`config.mk`:
```
export PLATFORM = sky130hd
export DESIGN_NAME = dmem_arbiter
export DESIGN_NICKNAME = d
export VERILOG_FILES = /design/src/rtl/dmem_arbiter.sv
export SDC_FILE = /design/constraint.sdc
export NUM_CORES = 1
export LEC_CHECK = 0
export ABC_AREA = 1
export BUFFER_PORTS_ARGS = -buffer_cell sky130_fd_sc_hd__clkbuf_2
export CAP_MARGIN = 20
export CORE_MARGIN = 10
export CORE_UTILIZATION = 38
export CTS_CLUSTER_SIZE = 30
export DETAILED_ROUTE_END_ITERATION = 8
export GPL_ROUTABILITY_DRIVEN = 0
export PLACE_DENSITY = 0.77
export SLEW_MARGIN = 30
export SYNTH_ARGS = -nofsm -noshare
export SYNTH_HDL_FRONTEND = slang
export SYNTH_SLANG_ARGS = --single-unit
```
`constraint.sdc`:
```
create_clock -name clk -period 1.8 [get_ports clk]
set_clock_uncertainty 0.1 [all_clocks]
set_input_delay 0 -clock clk [delete_from_list [all_inputs] [get_ports clk]]
set_output_delay 0 -clock clk [all_outputs]
set_load 0.005 [all_outputs]
```
`src/rtl/dmem_arbiter.sv`:
```
// dmem_arbiter: round-robin arbiter and access sequencer in front of a single-port,
// synchronous-read data memory. Two requesters share the memory. Each access runs
// IDLE -> ACCESS -> (MERGE) -> DONE. Sub-word stores are done as read-modify-write
// through MERGE.
//
// Ports:
//   clk, rst                       clock (rising edge), asynchronous active-high reset
//   mN_req/we/addr/wdata/be        requester N command; held stable until mN_gnt
//   mN_gnt                         combinational accept, only in IDLE
//   mN_done/rdata/err              one-cycle completion; rdata valid for loads only
//   mem_address/data_in/we         memory command pins
//   mem_data_out                   memory read data, valid the cycle after the read
//
// Optional feature: define DMEM_ARB_RMW_EN to honour byte enables with a
// read-modify-write. Without it, every store writes the full word.
module dmem_arbiter #(
    parameter int unsigned MEM_WORDS = 512
) (
    input  logic        clk,
    input  logic        rst,
    input  logic        m0_req,
    input  logic        m0_we,
    input  logic [31:0] m0_addr,
    input  logic [31:0] m0_wdata,
    input  logic [3:0]  m0_be,
    output logic        m0_gnt,
    output logic        m0_done,
    output logic [31:0] m0_rdata,
    output logic        m0_err,
    input  logic        m1_req,
    input  logic        m1_we,
    input  logic [31:0] m1_addr,
    input  logic [31:0] m1_wdata,
    input  logic [3:0]  m1_be,
    output logic        m1_gnt,
    output logic        m1_done,
    output logic [31:0] m1_rdata,
    output logic        m1_err,
    output logic [31:0] mem_address,
    output logic [31:0] mem_data_in,
    output logic        mem_we,
    input  logic [31:0] mem_data_out
);

    localparam logic [1:0] S_IDLE   = 2'd0;
    localparam logic [1:0] S_ACCESS = 2'd1;
`ifdef DMEM_ARB_RMW_EN
    localparam logic [1:0] S_MERGE  = 2'd2;
`endif
    localparam logic [1:0] S_DONE   = 2'd3;

    logic [1:0]  r_state;
    logic        r_last;   // port granted last; 1 = port 1
    logic        r_port;   // owner of the transaction in flight
    logic        r_we;
    logic [29:0] r_word;
    logic [31:0] r_wdata;
    logic        r_err;
`ifdef DMEM_ARB_RMW_EN
    logic [3:0]  r_be;
    logic        w_partial;
    logic [31:0] w_merged;
`endif

    logic [1:0]  w_state_d;
    logic        w_idle;
    logic        w_gnt0;
    logic        w_gnt1;
    logic        w_accept;
    logic        w_oor;
    logic        w_done;
    logic        w_mem_we;
    logic [31:0] w_mem_din;
    logic [31:0] w_rdata;
    logic        w_unused;

    // Byte offset bits never matter; byte enables only matter with RMW built in.
`ifdef DMEM_ARB_RMW_EN
    assign w_unused = ^{m0_addr[1:0], m1_addr[1:0]};
`else
    assign w_unused = ^{m0_addr[1:0], m1_addr[1:0], m0_be, m1_be};
`endif

    assign w_idle   = (r_state == S_IDLE);
    // On a tie the port not granted last wins.
    assign w_gnt0   = w_idle & m0_req & (~m1_req | r_last);
    assign w_gnt1   = w_idle & m1_req & (~m0_req | ~r_last);
    assign w_accept = w_gnt0 | w_gnt1;
    assign w_oor    = {2'b00, r_word} >= MEM_WORDS;
    assign w_done   = (r_state == S_DONE);

`ifdef DMEM_ARB_RMW_EN
    assign w_partial = (r_be != 4'hF) && (r_be != 4'h0);
    always_comb begin
        w_merged = mem_data_out;
        for (int i = 0; i < 4; i++) begin
            if (r_be[i]) begin
                w_merged[8*i +: 8] = r_wdata[8*i +: 8];
            end
        end
    end
`endif

    always_comb begin
        w_state_d = r_state;
        case (r_state)
            S_IDLE: begin
                if (w_accept) begin
                    w_state_d = S_ACCESS;
                end
            end
            S_ACCESS: begin
`ifdef DMEM_ARB_RMW_EN
                if (!w_oor && r_we && w_partial) begin
                    w_state_d = S_MERGE;
                end else begin
                    w_state_d = S_DONE;
                end
`else
                w_state_d = S_DONE;
`endif
            end
`ifdef DMEM_ARB_RMW_EN
            S_MERGE: w_state_d = S_DONE;
`endif
            S_DONE:  w_state_d = S_IDLE;
            default: w_state_d = S_IDLE;
        endcase
    end

    always_comb begin
        w_mem_we  = 1'b0;
        w_mem_din = 32'h0;
        if (r_state == S_ACCESS && !w_oor && r_we) begin
`ifdef DMEM_ARB_RMW_EN
            // Partial stores only read here; empty stores do nothing.
            if (r_be == 4'hF) begin
                w_mem_we  = 1'b1;
                w_mem_din = r_wdata;
            end
`else
            w_mem_we  = 1'b1;
            w_mem_din = r_wdata;
`endif
        end
`ifdef DMEM_ARB_RMW_EN
        if (r_state == S_MERGE) begin
            w_mem_we  = 1'b1;
            w_mem_din = w_merged;
        end
`endif
    end

    // Gate with rst so a write in flight is killed the instant reset rises.
    assign mem_we      = w_mem_we & ~rst;
    assign mem_data_in = w_mem_din;
    assign mem_address = {r_word, 2'b00};

    assign w_rdata  = (w_done && !r_we && !r_err) ? mem_data_out : 32'h0;
    assign m0_gnt   = w_gnt0;
    assign m1_gnt   = w_gnt1;
    assign m0_done  = w_done & ~r_port;
    assign m1_done  = w_done & r_port;
    assign m0_err   = w_done & ~r_port & r_err;
    assign m1_err   = w_done & r_port & r_err;
    assign m0_rdata = r_port ? 32'h0 : w_rdata;
    assign m1_rdata = r_port ? w_rdata : 32'h0;

    always_ff @(posedge clk or posedge rst) begin
        if (rst) begin
            r_state <= S_IDLE;
            r_last  <= 1'b1;
            r_port  <= 1'b0;
            r_we    <= 1'b0;
            r_word  <= 30'h0;
            r_wdata <= 32'h0;
            r_err   <= 1'b0;
`ifdef DMEM_ARB_RMW_EN
            r_be    <= 4'h0;
`endif
        end else begin
            r_state <= w_state_d;
            if (w_accept) begin
                r_port  <= w_gnt1;
                r_last  <= w_gnt1;
                r_we    <= w_gnt1 ? m1_we : m0_we;
                r_word  <= w_gnt1 ? m1_addr[31:2] : m0_addr[31:2];
                r_wdata <= w_gnt1 ? m1_wdata : m0_wdata;
`ifdef DMEM_ARB_RMW_EN
                r_be    <= w_gnt1 ? m1_be : m0_be;
`endif
            end
            if (r_state == S_ACCESS) begin
                r_err <= w_oor;
            end
        end
    end

endmodule

```
==> flow_summary.json <==
{
  "hold_start": "m0_req",
  "grt_setup_unrepaired": "yes",
  "syn_inst": 640,
  "groute.usage.overall": 0.2182,
  "grt_pass1_vias": 5622,
  "firstDrtPassIters": 5,
  "grt_pass1_wl_microns": 29420,
  "drt_iter0_markers": 265,
  "path_cells": "inv_2 > nor2_4 > nand2_1 > nor2_4 > nand4_4 > buf_12 > nor2_2 > clkbuf_2",
  "hold_depth": 4,
  "cts.clk_slew.worst_paths_ps": 50,
  "fp-row-count": 39,
  "slew_violations": 0,
  "yosysTopAreaCellShare": 0.3742,
  "fin_crit_sh": 0.9874,
  "clk-insertion-delay-late_ps": 320,
  "yosysWarnings": 0,
  "io_pins": 309,
  "crit_type": "register to output port",
  "cp.required_ps": 1700,
  "crit_arrival_ps": 1680,
  "outcome": "finished with violations",
  "placement.io_buffers": 294,
  "numCtsBuffers": 9,
  "dieArea_sq_um": 16530,
  "slowest_delay_ps": 420,
  "wl_microns": 18710,
  "worstMarginPinSlew_ps": 538.1,
  "num_vias": 5486,
  "drc_errors": 0,
  "max_freq_mhz": 562.7,
  "synth_cell_type_count": 25,
  "leakagePower_nw": 4.427,
  "fp.dieW_microns": 128.6,
  "h-tree-depth": 3,
  "end_kind": "output port",
  "layout_common_cells": "290 x clkbuf_2, 164 x nand2_1, 134 x inv_1",
  "vdd_drop_max_v": 0.0007005,
  "post_cts_buffers": 0,
  "detail_route.wl_per_cell_microns": 15.71,
  "area_growth_pct": 69.87,
  "power_density_nw_per_um2": 1138,
  "root_buffer": "clkbuf_16",
  "viasPerCell": 4.606,
  "r2r_slack_ps": 110,
  "layout-drive-gt1-share": 0.3573,
  "worstHoldEndpoint": "r_last",
  "avgSynthCellArea_sq_um": 7.001,
  "cts.sinks": 68,
  "synthTopCellsByArea": "dfrtp_1 37%, nand2_1 14%, inv_1 11%",
  "reg2regPathDepth": 6,
  "reg2reg_from": "r_state[0]",
  "ys_ff_latch": 68,
  "cts_tree": "built",
  "slew_headroom": 0.6405,
  "final-setup-viol-count": 0,
  "netlist_area_sq_um": 4481,
  "ys_seq_area_frac": 0.3801,
  "synth_top_area_cell": "dfrtp_1",
  "place_hpwl_microns": 12070,
  "antenna_found_initial": 3,
  "fillers": 895,
  "hold_path_class": "primary input to register",
  "timing.final.crit_period_ps": 1777,
  "path_max_fanout": 33,
  "start_util": 0.3907,
  "core_area_sq_um": 11470,
  "postRouteAntennaNets": 0,
  "grt_max_degree": 76,
  "hold-worst-slack_ps": -3.578,
  "violations": "hold timing",
  "post-route-util": 0.6637,
  "die_h_microns": 128.6,
  "gr-total-overflow": 0,
  "clk_path_buf_depth": 2,
  "crit_slowest_cell": "dfrtp_1",
  "crit_path_frequent_cell": "nor2_4",
  "maxCapViolCount": 0,
  "finalHoldViolCount": 1,
  "reg2reg_to": "r_wdata[14]",
  "nNetsFinal": 1213,
  "crit_path_start_kind": "register",
  "final_common_cell": "clkbuf_2"
}
critical path, delay by kind of cell (launching register included):
kind	cells	cell delay, ps
flops	1	420
simple gates	5	510
buf+inv	3	410
metal layers:
layer | global-route usage | share of wire | up-vias
li1 | - | - | 2761
met1 | 0.2297 | 0.36 | 2421
met2 | 0.3805 | 0.51 | 245
met3 | 0.07598 | 0.086 | 59
met4 | 0.1074 | 0.041 | 0
met5 | 0 | 0 | -
power by group:
part / internal, mW / switching [mW] / total, mW
Sequential: 2.31 / 0.403 / 2.71
Clock: 1.43 / 0.671 / 2.11
Combinational: 1.49 / 2.35 / 3.85
Total: 5.24 / 3.43 / 8.66
per-stage QoR:
step | instances | cell area [sq um] | total power, mW | setup slack (ps) | setup TNS, ps
final | 1191 | 7611 | 8.664 | 22.74 | 0
after global routing | 1190 | 7609 | 9.348 | -122.7 | -2557
after CTS | 1187 | 7575 | 8.629 | -8.081 | -16.66
after detailed placement | 1044 | 5933 | 6.256 | 177.7 | 0
after global placement | 1044 | 5933 | 6.178 | 216.6 | 0
after floorplan | 641 | 4488 | 5.259 | 385.1 | 0
worst max-delay path by stage:
stage / endpoint / slack (ps) / start
after CTS: mem_data_in[31] / -8 / r_state[1]
after global placement: r_word[26] / 220 / r_state[0]
after floorplan: r_word[26] / 390 / r_state[0]
after global routing: mem_data_in[13] / -120 / r_word[26]
final: mem_data_in[13] / 20 / r_state[0]
after detailed placement: r_wdata[15] / 180 / r_state[0]
area by class of cell:
class                           count  area (sq um)  area share
Multi-Input combinational cell    390          1936      0.2543
Inverter                          138         521.8     0.06855
Antenna cell                        4         10.01    0.001315
Sequential cell                    68          1704      0.2239
Tap cell                          143         178.9     0.02351
Clock buffer                       11         252.7     0.03321
Clock inverter                      5         107.6     0.01414
Timing Repair Buffer              432          2900      0.3811
logic make-up after synthesis:
logic type / synth area share
simple gates: 0.3167
compound gates: 0.1042
flops: 0.3801
other cells: 0.0008370
buf+inv: 0.1983
cell usage after synthesis (all sizes together):
cell,number
clkbuf,6
o211ai,30
dfrtp,67
nand3,3
o22ai,33
clkinv,1
o21ai,3
dfstp,1
nand4,1
buf,39
inv,137
nor2,84
nand2,167
conb,1
o21bai,1
nor3,66
what timing repair did:
action / 4_1_cts / 5_1_grt
hold buffers: 127 / 0
hold endpoints to repair: 85 / 0
endpoints found under the setup margin: 33 / 84
gates resized for setup: 3 / 11
registers in the layout (all words and copies together), names as in the netlist:
| signal | count |
|---|---|
| r_last | 1 |
| r_word | 30 |
| r_state | 2 |
| r_we | 1 |
| r_wdata | 32 |
| r_err | 1 |
| r_port | 1 |
Note: power is estimated with default switching activity, not from simulation.
